==> src/rtl/execute_muldiv_unit_pkg.sv <==
// Shared definitions for the Execute-stage RV32M multiply/divide unit.
package execute_muldiv_unit_pkg;

    // M-extension function codes (instruction funct3 field)
    localparam logic [2:0] FN_MUL    = 3'd0;
    localparam logic [2:0] FN_MULH   = 3'd1;
    localparam logic [2:0] FN_MULHSU = 3'd2;
    localparam logic [2:0] FN_MULHU  = 3'd3;
    localparam logic [2:0] FN_DIV    = 3'd4;
    localparam logic [2:0] FN_DIVU   = 3'd5;
    localparam logic [2:0] FN_REM    = 3'd6;
    localparam logic [2:0] FN_REMU   = 3'd7;

    // Control FSM states
    typedef enum logic [1:0] {
        ST_IDLE = 2'd0,
        ST_CALC = 2'd1,
        ST_DONE = 2'd2
    } state_e;

    // All divide/remainder codes have funct3[2] set
    function automatic logic is_div(input logic [2:0] fn);
        return fn[2];
    endfunction

endpackage

==> src/rtl/execute_muldiv_unit_iter_core.sv <==
// Iterative radix-2 datapath: shift-add multiply or restoring divide on
// unsigned magnitudes. Working pair {hi, lo} is the 2*XLEN product for a
// multiply, and {remainder, quotient} for a divide.
module muldiv_iter_core
    import execute_muldiv_unit_pkg::*;
#(
    parameter int XLEN = 32
) (
    input  logic            clk,
    input  logic            reset,
    input  logic            load,
    input  logic            step,
    input  logic            div_mode,
    input  logic [XLEN-1:0] a_mag,
    input  logic [XLEN-1:0] b_mag,
    output logic [XLEN-1:0] hi_step,
    output logic [XLEN-1:0] lo_step
);

    logic [XLEN-1:0] hi_q, hi_d;
    logic [XLEN-1:0] lo_q, lo_d;
    logic [XLEN-1:0] m_q, m_d;
    logic            div_q, div_d;

    logic [XLEN:0] add_sum;
    logic [XLEN:0] rem_shift;
    logic [XLEN:0] rem_diff;

    // One iteration: conditional add + right shift, or trial subtract + left shift
    always_comb begin
        add_sum   = {1'b0, hi_q} + ({1'b0, m_q} & {(XLEN+1){lo_q[0]}});
        rem_shift = {hi_q, lo_q[XLEN-1]};
        rem_diff  = rem_shift - {1'b0, m_q};
        if (div_q) begin
            if (rem_diff[XLEN]) begin
                // trial subtract went negative: restore, quotient bit 0
                hi_step = rem_shift[XLEN-1:0];
                lo_step = {lo_q[XLEN-2:0], 1'b0};
            end else begin
                hi_step = rem_diff[XLEN-1:0];
                lo_step = {lo_q[XLEN-2:0], 1'b1};
            end
        end else begin
            hi_step = add_sum[XLEN:1];
            lo_step = {add_sum[0], lo_q[XLEN-1:1]};
        end
    end

    // Next-state select: load fresh operands, advance one step, or hold
    always_comb begin
        // NOTE: every always_comb output gets a default first so no path leaves it unassigned and infers a latch.
        hi_d  = hi_q;
        lo_d  = lo_q;
        m_d   = m_q;
        div_d = div_q;
        if (load) begin
            hi_d  = '0;
            lo_d  = div_mode ? a_mag : b_mag;
            m_d   = div_mode ? b_mag : a_mag;
            div_d = div_mode;
        end else if (step) begin
            hi_d = hi_step;
            lo_d = lo_step;
        end
    end

    // Datapath registers, updated on the falling edge like the pipeline registers
    always_ff @(negedge clk or negedge reset) begin
        if (!reset) begin
            hi_q  <= '0;
            lo_q  <= '0;
            m_q   <= '0;
            div_q <= 1'b0;
        end else begin
            hi_q  <= hi_d;
            lo_q  <= lo_d;
            m_q   <= m_d;
            div_q <= div_d;
        end
    end

endmodule

==> src/rtl/execute_muldiv_unit.sv <==
// Execute-stage RV32M multiply/divide unit. Holds the pipeline via stall_req
// while iterating, then presents the result with a one-cycle done pulse.
module execute_muldiv_unit
    import execute_muldiv_unit_pkg::*;
#(
    parameter int  XLEN  = 32,
    localparam int CNT_W = $clog2(XLEN)
) (
    input  logic            clk,
    input  logic            reset,
    input  logic            start,
    input  logic            kill,
    input  logic [2:0]      funct3,
    input  logic [XLEN-1:0] op_a,
    input  logic [XLEN-1:0] op_b,
    output logic            stall_req,
    output logic            done,
    output logic [XLEN-1:0] result
);

    localparam logic [CNT_W-1:0] CNT_LAST = CNT_W'(XLEN - 1);
    localparam logic [XLEN-1:0]  INT_MIN  = {1'b1, {(XLEN-1){1'b0}}};

    state_e           state_q, state_d;
    logic [CNT_W-1:0] cnt_q, cnt_d;
    logic [2:0]       fn_q, fn_d;
    logic             neg_q, neg_d;
    logic             done_q, done_d;
    logic [XLEN-1:0]  result_q, result_d;

    logic            a_signed, b_signed, a_neg, b_neg;
    logic [XLEN-1:0] a_mag, b_mag;
    logic            div_by_zero, div_ovf, special;
    logic [XLEN-1:0] special_res;
    logic            core_load, core_step;
    logic [XLEN-1:0] core_hi, core_lo;
    logic [2*XLEN-1:0] prod, prod_fix;
    logic [XLEN-1:0] quo_fix, rem_fix, calc_res;

    // Operand signedness, magnitudes and divide special cases for the incoming op
    always_comb begin
        a_signed    = (funct3 != FN_MULHU) && (funct3 != FN_DIVU) && (funct3 != FN_REMU);
        b_signed    = (funct3 == FN_MUL) || (funct3 == FN_MULH) ||
                      (funct3 == FN_DIV) || (funct3 == FN_REM);
        a_neg       = a_signed & op_a[XLEN-1];
        b_neg       = b_signed & op_b[XLEN-1];
        a_mag       = a_neg ? (~op_a + XLEN'(1)) : op_a;
        b_mag       = b_neg ? (~op_b + XLEN'(1)) : op_b;
        div_by_zero = is_div(funct3) && (op_b == '0);
        div_ovf     = ((funct3 == FN_DIV) || (funct3 == FN_REM)) &&
                      (op_a == INT_MIN) && (op_b == '1);
        special     = div_by_zero || div_ovf;
        // funct3[1] selects remainder among the divide codes
        if (div_by_zero) begin
            special_res = funct3[1] ? op_a : '1;
        end else begin
            special_res = funct3[1] ? '0 : op_a;
        end
    end

    // Sign fix-up and word select applied to the value the final step produces
    always_comb begin
        prod     = {core_hi, core_lo};
        prod_fix = neg_q ? (~prod + (2*XLEN)'(1)) : prod;
        quo_fix  = neg_q ? (~core_lo + XLEN'(1)) : core_lo;
        rem_fix  = neg_q ? (~core_hi + XLEN'(1)) : core_hi;
        if (is_div(fn_q)) begin
            calc_res = fn_q[1] ? rem_fix : quo_fix;
        end else begin
            calc_res = (fn_q == FN_MUL) ? prod_fix[XLEN-1:0] : prod_fix[2*XLEN-1:XLEN];
        end
    end

    // FSM next-state, counter and registered output logic
    always_comb begin
        state_d   = state_q;
        cnt_d     = cnt_q;
        fn_d      = fn_q;
        neg_d     = neg_q;
        done_d    = 1'b0;
        result_d  = result_q;
        core_load = 1'b0;
        core_step = 1'b0;
        case (state_q)
            ST_IDLE: begin
                if (start && !kill) begin
                    fn_d  = funct3;
                    // remainder follows the dividend; everything else the operand-sign xor
                    neg_d = (is_div(funct3) && funct3[1]) ? a_neg : (a_neg ^ b_neg);
                    cnt_d = '0;
                    if (special) begin
                        state_d  = ST_DONE;
                        done_d   = 1'b1;
                        result_d = special_res;
                    end else begin
                        state_d   = ST_CALC;
                        core_load = 1'b1;
                    end
                end
            end
            ST_CALC: begin
                core_step = 1'b1;
                cnt_d     = cnt_q + CNT_W'(1);
                if (cnt_q == CNT_LAST) begin
                    state_d  = ST_DONE;
                    done_d   = 1'b1;
                    result_d = calc_res;
                end
            end
            ST_DONE: state_d = ST_IDLE;
            default: state_d = ST_IDLE;
        endcase
        // a flush abandons whatever is in flight and publishes nothing
        if (kill) begin
            state_d  = ST_IDLE;
            cnt_d    = '0;
            done_d   = 1'b0;
            result_d = result_q;
        end
    end

    // Control state register, falling-edge clocked with the pipeline
    always_ff @(negedge clk or negedge reset) begin
        // NOTE: sequential state uses non-blocking (<=) so every flop samples pre-edge values.
        if (!reset) begin
            state_q  <= ST_IDLE;
            cnt_q    <= '0;
            fn_q     <= '0;
            neg_q    <= 1'b0;
            done_q   <= 1'b0;
            result_q <= '0;
        end else begin
            state_q  <= state_d;
            cnt_q    <= cnt_d;
            fn_q     <= fn_d;
            neg_q    <= neg_d;
            done_q   <= done_d;
            result_q <= result_d;
        end
    end

    muldiv_iter_core #(
        .XLEN (XLEN)
    ) u_core (
        .clk      (clk),
        .reset    (reset),
        .load     (core_load),
        .step     (core_step),
        .div_mode (is_div(funct3)),
        .a_mag    (a_mag),
        .b_mag    (b_mag),
        .hi_step  (core_hi),
        .lo_step  (core_lo)
    );

    assign stall_req = ((state_q == ST_IDLE) && start && !kill) || (state_q == ST_CALC);
    assign done      = done_q;
    assign result    = result_q;

endmodule

==> config.mk <==
export PLATFORM = sky130hd
export DESIGN_NAME = execute_muldiv_unit
export DESIGN_NICKNAME = d
export VERILOG_FILES = /design/src/rtl/execute_muldiv_unit_pkg.sv /design/src/rtl/execute_muldiv_unit_iter_core.sv /design/src/rtl/execute_muldiv_unit.sv
export SDC_FILE = /design/constraint.sdc
export NUM_CORES = 1
export LEC_CHECK = 0
export CORE_ASPECT_RATIO = 1.75
export CORE_MARGIN = 3
export CORE_UTILIZATION = 60
export CTS_BUF_LIST = sky130_fd_sc_hd__clkbuf_4 sky130_fd_sc_hd__clkbuf_8 sky130_fd_sc_hd__clkbuf_16
export DETAILED_ROUTE_END_ITERATION = 8
export GPL_TIMING_DRIVEN = 0
export PLACE_DENSITY_LB_ADDON = 0.05
export SLEW_MARGIN = 20
export SYNTH_ARGS = -nofsm -noshare
export SYNTH_HDL_FRONTEND = slang
export SYNTH_SLANG_ARGS = --single-unit
==> constraint.sdc <==
create_clock -name clk -period 13.8 [get_ports clk]
set_clock_uncertainty 0.15 [all_clocks]
set_input_delay 4.14 -clock clk [delete_from_list [all_inputs] [get_ports clk]]
set_output_delay 4.14 -clock clk [all_outputs]
set_load 0.02 [all_outputs]
==> results of run 1 <==
cell families after synthesis:
family                   count (synthesis)
AO/OA/AOI/OAI                          812
XOR/XNOR                               153
adder cells (fa/ha/maj)                 92
buffers and inverters                  226
flip-flops                             141
multiplexers                            60
AND/OR/NAND/NOR                        842
layer usage:
layer / track usage (%) / overflow
met3: 37.95 / 3
met1: 63.26 / 2
met4: 75.10 / 84
met5: 1.111 / 0
met2: 92.74 / 74
what timing repair did:
| action | in CTS |
|---|---|
| cloned | 9 |
| setup endpoints to repair | 133 |
| gates resized for setup | 295 |
| buffers inserted | 32 |
| pin swaps | 23 |
stage by stage:
step / hold slack (ns) / instances / cell area [µm²] / setup slack [ns]
after floorplan: 0.2715 / 2326 / 16990 / -0.5067
after global placement: 0.2767 / 2798 / 18480 / -3.874
after detailed placement: 0.2836 / 2800 / 18520 / -1.886
after CTS: 0.2813 / 2873 / 20500 / -0.6160
==> qor.txt, run 1 <==
status - did not finish
Failed at - global routing (5_1_grt)
tool error - [ERROR GRT-0116] Global routing finished with congestion. Check the congestion regions in the DRC Viewer.
htree depth - 4
pin count of the biggest net entering global routing - 76
TritonCTS Buffers - 17
Post-synth top cells - 299 x nand2_1, 244 x o21ai_0, 198 x nor2_1
async set-or-reset flop fraction in the synthesized netlist - 100.0%
Yosys warnings - 0
area of the mapped netlist - 16850 µm²
XOR/XNOR share of the synthesized area - 7.953%
mux contribution to synthesized area - 3.698%
ranking of synthesized cells by area - dfrtn_1 21%, o21ai_0 7.2%, nand2_1 6.7%
count leader, synth - nand2_1
count of cell types in the netlist - 109
adder-cell share of the synthesized area - 6.639%
io pins - 105
Synth Area in Compound Gates - 31.60%
predominant post-synthesis flop cell - dfrtn_1
vias in the first global route - 23640
DP HPWL - 68830 µm
Initial Util - 61.43%
gpl congestion - 1.232
Clock Path Buffers - 2
first-pass GRT wire length - 153100 µm
Synth area leader - dfrtn_1
Rows - 80
Synth Area in Simple Gates - 23.90%
cells after synthesis - 2326
register area share after synthesis - 20.94%
Post-synth EDFFs - 0
Yosys reg bits - 141
Post-Syn Nets - 2470
Avg Inst Size Synth - 7.244 µm²
GRT Total Usage - 66.06%
Chip Height - 227.7 µm
hold_buf cts - 0
largest family of logic cells by synthesized area - compound AO/OA/AOI/OAI gates
input/output buffers - 103
Root Buffer - clkbuf_16
Die W - 132.7 µm
Yosys top cell area share - 20.94%
GRT overflow - 163
clk sinks - 141
==> run 2, diff against run 1 <==
CORE_ASPECT_RATIO = unset   (was 1.75)
CORE_UTILIZATION = 40   (was 60)
CTS_BUF_LIST = unset   (was sky130_fd_sc_hd__clkbuf_4 sky130_fd_sc_hd__clkbuf_8 sky130_fd_sc_hd__clkbuf_16)
PLACE_DENSITY_LB_ADDON = 0.15   (was 0.05)
==> qor.txt, run 2 <==
Die W - 211.2 µm
Clk pin slew, worst setup/hold paths - 0.05 ns
GRT overflow - 0
cells after synthesis - 2326
hold_buf cts - 0
pin count of the biggest net entering global routing - 78
Critical Path AT - 7.59 ns
area of the mapped netlist - 16850 µm²
most common cell after layout, fill and taps aside - nand2_1
clk_lat worst skew - 0.46 ns
setup violators final - 109
gpl congestion - 1.074
worst-margin pin slew - 1.282 ns
Clock Path Buffers - 2
Avg Inst Size Synth - 7.244 µm²
Crit. End Element - register
critical path class - in -> reg
Antenna Nets Post-Route - 0
internal power - 1789 µW
Post-synth EDFFs - 0
DP HPWL - 72830 µm
Reg power frac - 15.2%
most frequent cells in the layout - 250 x nand2_1, 192 x nor2_1, 175 x o21ai_0, 163 x a21oi_1, 141 x dfrtn_1
Yosys reg bits - 141
input/output buffers - 103
Final Core Density - 51.23%
CTS tree - yes
drt pass-1 iters - 6
status - complete, but fails checks
Synth area leader - dfrtn_1
register area share after synthesis - 20.94%
Max Slew Vio Count - 0
count leader, synth - nand2_1
antenna violations before repair - 0
total number of vias - 20310
fraction of final layout cells sized beyond drive strength 1 - 13.63%
clk sinks - 141
predominant post-synthesis flop cell - dfrtn_1
core area - 41200 µm²
WL per Instance - 30.08 µm
Max transition margin - 14.28%
io pins - 105
Sw Ratio - 58.71%
Root Buffer - clkbuf_16
DRC viols - 0
count of cell types in the netlist - 109
GRT Total Usage - 39.89%
worst ir drop on vdd - 120.0 µV
routed vias/inst - 6.677
Yosys warnings - 0
Area Overhead vs Synth - 25.29%
TritonCTS Buffers - 17
DRT iter0 DRCs - 2564
dpl ws - -1.826 ns
Initial Util - 40.89%
Yosys top cell area share - 20.94%
MaxCap Viol Count - 0
layout net count - 2641
Post-Syn Nets - 2470
Chip Height - 211.2 µm
first-pass GRT wire length - 129500 µm
DRT Wirelength - 91500 µm
startpoint types - primary input
Comb pwr share - 73.1%
RSZ-0062 raised after global routing - yes
Critical Path RT - 7.04 ns
Final Hold Fails - 0
async set-or-reset flop fraction in the synthesized netlist - 100.0%
Lkg Pwr - 0.008417 µW
vias in the first global route - 18720
Pwr Density - 205.2 nW/µm²
worst-path maximum fanout - 8
violated checks - setup timing
htree depth - 4
fin worst setup slack - -0.5510 ns
worst hold-check path type - reg -> reg
ranking of synthesized cells by area - dfrtn_1 21%, o21ai_0 7.2%, nand2_1 6.7%
diode count - 0
clock power share - 11.7%
Post-synth top cells - 299 x nand2_1, 244 x o21ai_0, 198 x nor2_1
final-layout fill cell count - 4047
net switching power - 2544 µW
full die area - 44620 µm²
Rows - 74
## run 2: cell type report
type	instances	area [µm²]	area share, %
tap	532	665.6	3.153
sequential	141	3528	16.72
timing repair buffer	154	1708	8.091
inverter	74	290.3	1.375
clock inverter	15	186.4	0.8832
buffer	150	1006	4.766
clock buffer	17	425.4	2.015
multi-input combinational	1959	13300	63.00
## run 2: final timing paths
check / start / end / slack, ns / cells past startpoint
setup / recovery: op_b[12] / result[29]$_DFFE_NN0P_ / -0.55 / 13
hold / removal: result[4]$_DFFE_NN0P_ / result[4]$_DFFE_NN0P_ / 0.29 / 2
setup reg to reg: u_core.hi_q[10]$_DFFE_NN0P_ / result[14]$_DFFE_NN0P_ / 6.09 / 20
hold reg to reg: result[4]$_DFFE_NN0P_ / result[4]$_DFFE_NN0P_ / 0.29 / 2
max in group asynchronous: reset / state_q[0]$_DFFE_NN0P_ / 2.38 / 2
min in group asynchronous: reset / u_core.m_q[26]$_DFFE_NN0P_ / 10.27 / 1
## run 2: kinds of logic after synthesis
group,Yosys count,share of synthesized area [%]
fa+ha+maj,92,6.639
flops,141,20.94
mux,60,3.698
xor+xnor,153,7.953
compound gates,812,31.60
buf+inv,226,5.265
simple gates,842,23.90
## run 2: repair_timing
action	in CTS	in global routing
setup endpoints to repair	133	132
cloned	7	4
buffers inserted	23	18
gates resized for setup	240	148
pin swaps	32	40
## run 2: layer usage
layer  track usage [%]  share of wire, %  vias up
li1                  -                 -     8945
met1             54.21                41     9836
met2             57.53                41     1284
met3             12.49                12      245
met4             18.91               5.7        2
met5                 0             0.026        -
## run 2: power groups by stage
stage	clock, µW	combinational [µW]	sequential [µW]
finish	508	3170	659
global route	528	3320	664
CTS	513	2980	647
detailed placement	0	2920	653
global placement	0	2910	651
floorplan	0	1940	591
## run 2: through the flow
step	cell area [µm²]	std cells	TNS, ns	total power, µW	hold WS, ns
floorplan	16990	2326	-14.66	2530	0.2715
global placement	18680	2961	-785.46	3563	0.2783
detailed placement	18720	2962	-164.84	3575	0.2841
CTS	20380	3023	-42.61	4143	0.2836
global route	21110	3042	-59.25	4509	0.3156
finish	21110	3042	-35.05	4333	0.2893
## run 2: critical path: stages
cell       delay, ns
buf_8           0.10
or4_4           0.53
or4_4           0.46
nor4_4          0.38
nand2_2         0.14
nor4_4          0.18
and4b_1         0.28
buf_6           0.15
o21ai_2         0.06
a211o_4         0.41
clkbuf_16       0.20
clkbuf_16       0.18
a2111o_1        0.36
Note: power is estimated with default switching activity, not from simulation.
==> run 3, diff against run 2 <==
CTS_CLUSTER_SIZE = 20   (was unset)
==> results of run 3 <==
The final DEF is identical to that of run 2; final timing and power are the same.
==> variant (flow settings as in run 2) <==
`XLEN` is set to 32 in 2 places; all go to 16.
--- a/src/rtl/execute_muldiv_unit_iter_core.sv
+++ b/src/rtl/execute_muldiv_unit_iter_core.sv
@@ -4,7 +4,7 @@
 module muldiv_iter_core
     import execute_muldiv_unit_pkg::*;
 #(
-    parameter int XLEN = 32
+    parameter int XLEN = 16
 ) (
     input  logic            clk,
     input  logic            reset,
--- a/src/rtl/execute_muldiv_unit.sv
+++ b/src/rtl/execute_muldiv_unit.sv
@@ -3,7 +3,7 @@
 module execute_muldiv_unit
     import execute_muldiv_unit_pkg::*;
 #(
-    parameter int  XLEN  = 32,
+    parameter int  XLEN  = 16,
     localparam int CNT_W = $clog2(XLEN)
 ) (
     input  logic            clk,
Interface: changed (resized op_a, op_b and result); port bits go from 105 to 57. No check against the original RTL was run, so the function may have changed too.
==> variant against run 2 <==
- register-to-register slack improved by 2.2 ns
- utilization decreased by 2.9 points
- non-clock buffer count decreased by 188
- synthesized cell count decreased by 53%
- sequential cell count decreased by 65
- critical path depth decreased by 1
- final area decreased by 55%
- wire length decreased by 68%
- area after synthesis decreased by 51%
- setup slack improved by 0.59 ns
- clock power decreased by 47%
- total power decreased by 56%
==> variant: results (changes against run 2) <==
STA
  – Slew HR: 0.300 (+0.158)

Status
  – Outcome: completed

Global route
  – Gr usage total: 0.266 (-0.133)
  – Vias in the first global route: 8027 (-57%)

Clock network
  – # resized after CTS: 27 (-89%)
  – Sink Count: 76 (-46%)

Synthesis
  – Cell variety after synth: 96 (-12%)
  – Top-area cell type share of the netlist area: 0.231 (+0.0218)
  – Syn Area/Cell: 7.59 um2 (+4.8%)
  – Mux cell area share after synthesis: 0.0365 (-0.000475)
  – Synth Area in Adders: 0.0651 (-0.00128)
  – Top cells by count, synth: nand2_1 (119), nor2_1 (115), o21ai_0 (92), a21oi_1 (86), dfrtn_1 (76)
  – Ranking of synthesized cells by area: dfrtn_1 (23%), ha_1 (5.8%), o21ai_0 (5.6%)
  – Synth Area in Compound Gates: 0.282 (-0.0341)

Detailed routing
  – Routed WL per cell: 20.7 um (-31%)
  – Drt via density: 5.98 (-11%)
  – DRT iter0 DRCs: 682 (-73%)

Final layout
  – Finished Layout Cells: 1423 (-53%)
  – Clock buf/inv share: 0.0338 (+0.00482)
  – Final-layout fill cell count: 1972 (-51%)
  – Sequential cell area: 1900 um2 (-46%)
  – Non-clock inverters: 45 (-39%)
  – Fraction of area in multi-input gates: 0.625 (-0.00511)

Power
  – Worst vdd ir: 79.8 uV (-33%)
  – P_leak: 3.93 nW (-53%)

Placement
  – DP Worst Slack: -1.06 ns (+0.762 ns)
  – RD Place Congestion: 0.940 (-13%)
  – Area post-placement: 9120 um2 (-51%)
  – PortBufs: 54 (-48%)

Setup path
  – Crit path max fanout: 6 (-2)
## variant: path summary, 6_finish.rpt
| check | slack [ns] | to | depth (start not counted) | startpoint |
|---|---|---|---|---|
| hold / removal | 0.28 | result[2] | 2 | result[2] |
| hold reg to reg | 0.28 | result[2] | 2 | result[2] |
| setup reg to reg | 8.25 | result[10] | 19 | u_core.lo_q[15] |
| min in group asynchronous | 10.36 | result[7] | 1 | reset |
| setup / recovery | 0.04 | result[13] | 12 | op_b[9] |
| max in group asynchronous | 2.51 | u_core.m_q[5] | 2 | reset |
## variant: routing by layer
layer | track usage | share of wire
met1 | 0.385 | 0.47
met2 | 0.400 | 0.44
met3 | 0.0605 | 0.076
met4 | 0.0700 | 0.021
met5 | 0 | 0
## variant: power groups by stage
stage	Clock, mW	Sequential, mW	Combinational (mW)
floorplan	0	0.323	0.954
global placement	0	0.350	1.26
detailed placement	0	0.350	1.27
CTS	0.270	0.346	1.27
global route	0.280	0.355	1.41
finish	0.270	0.349	1.29
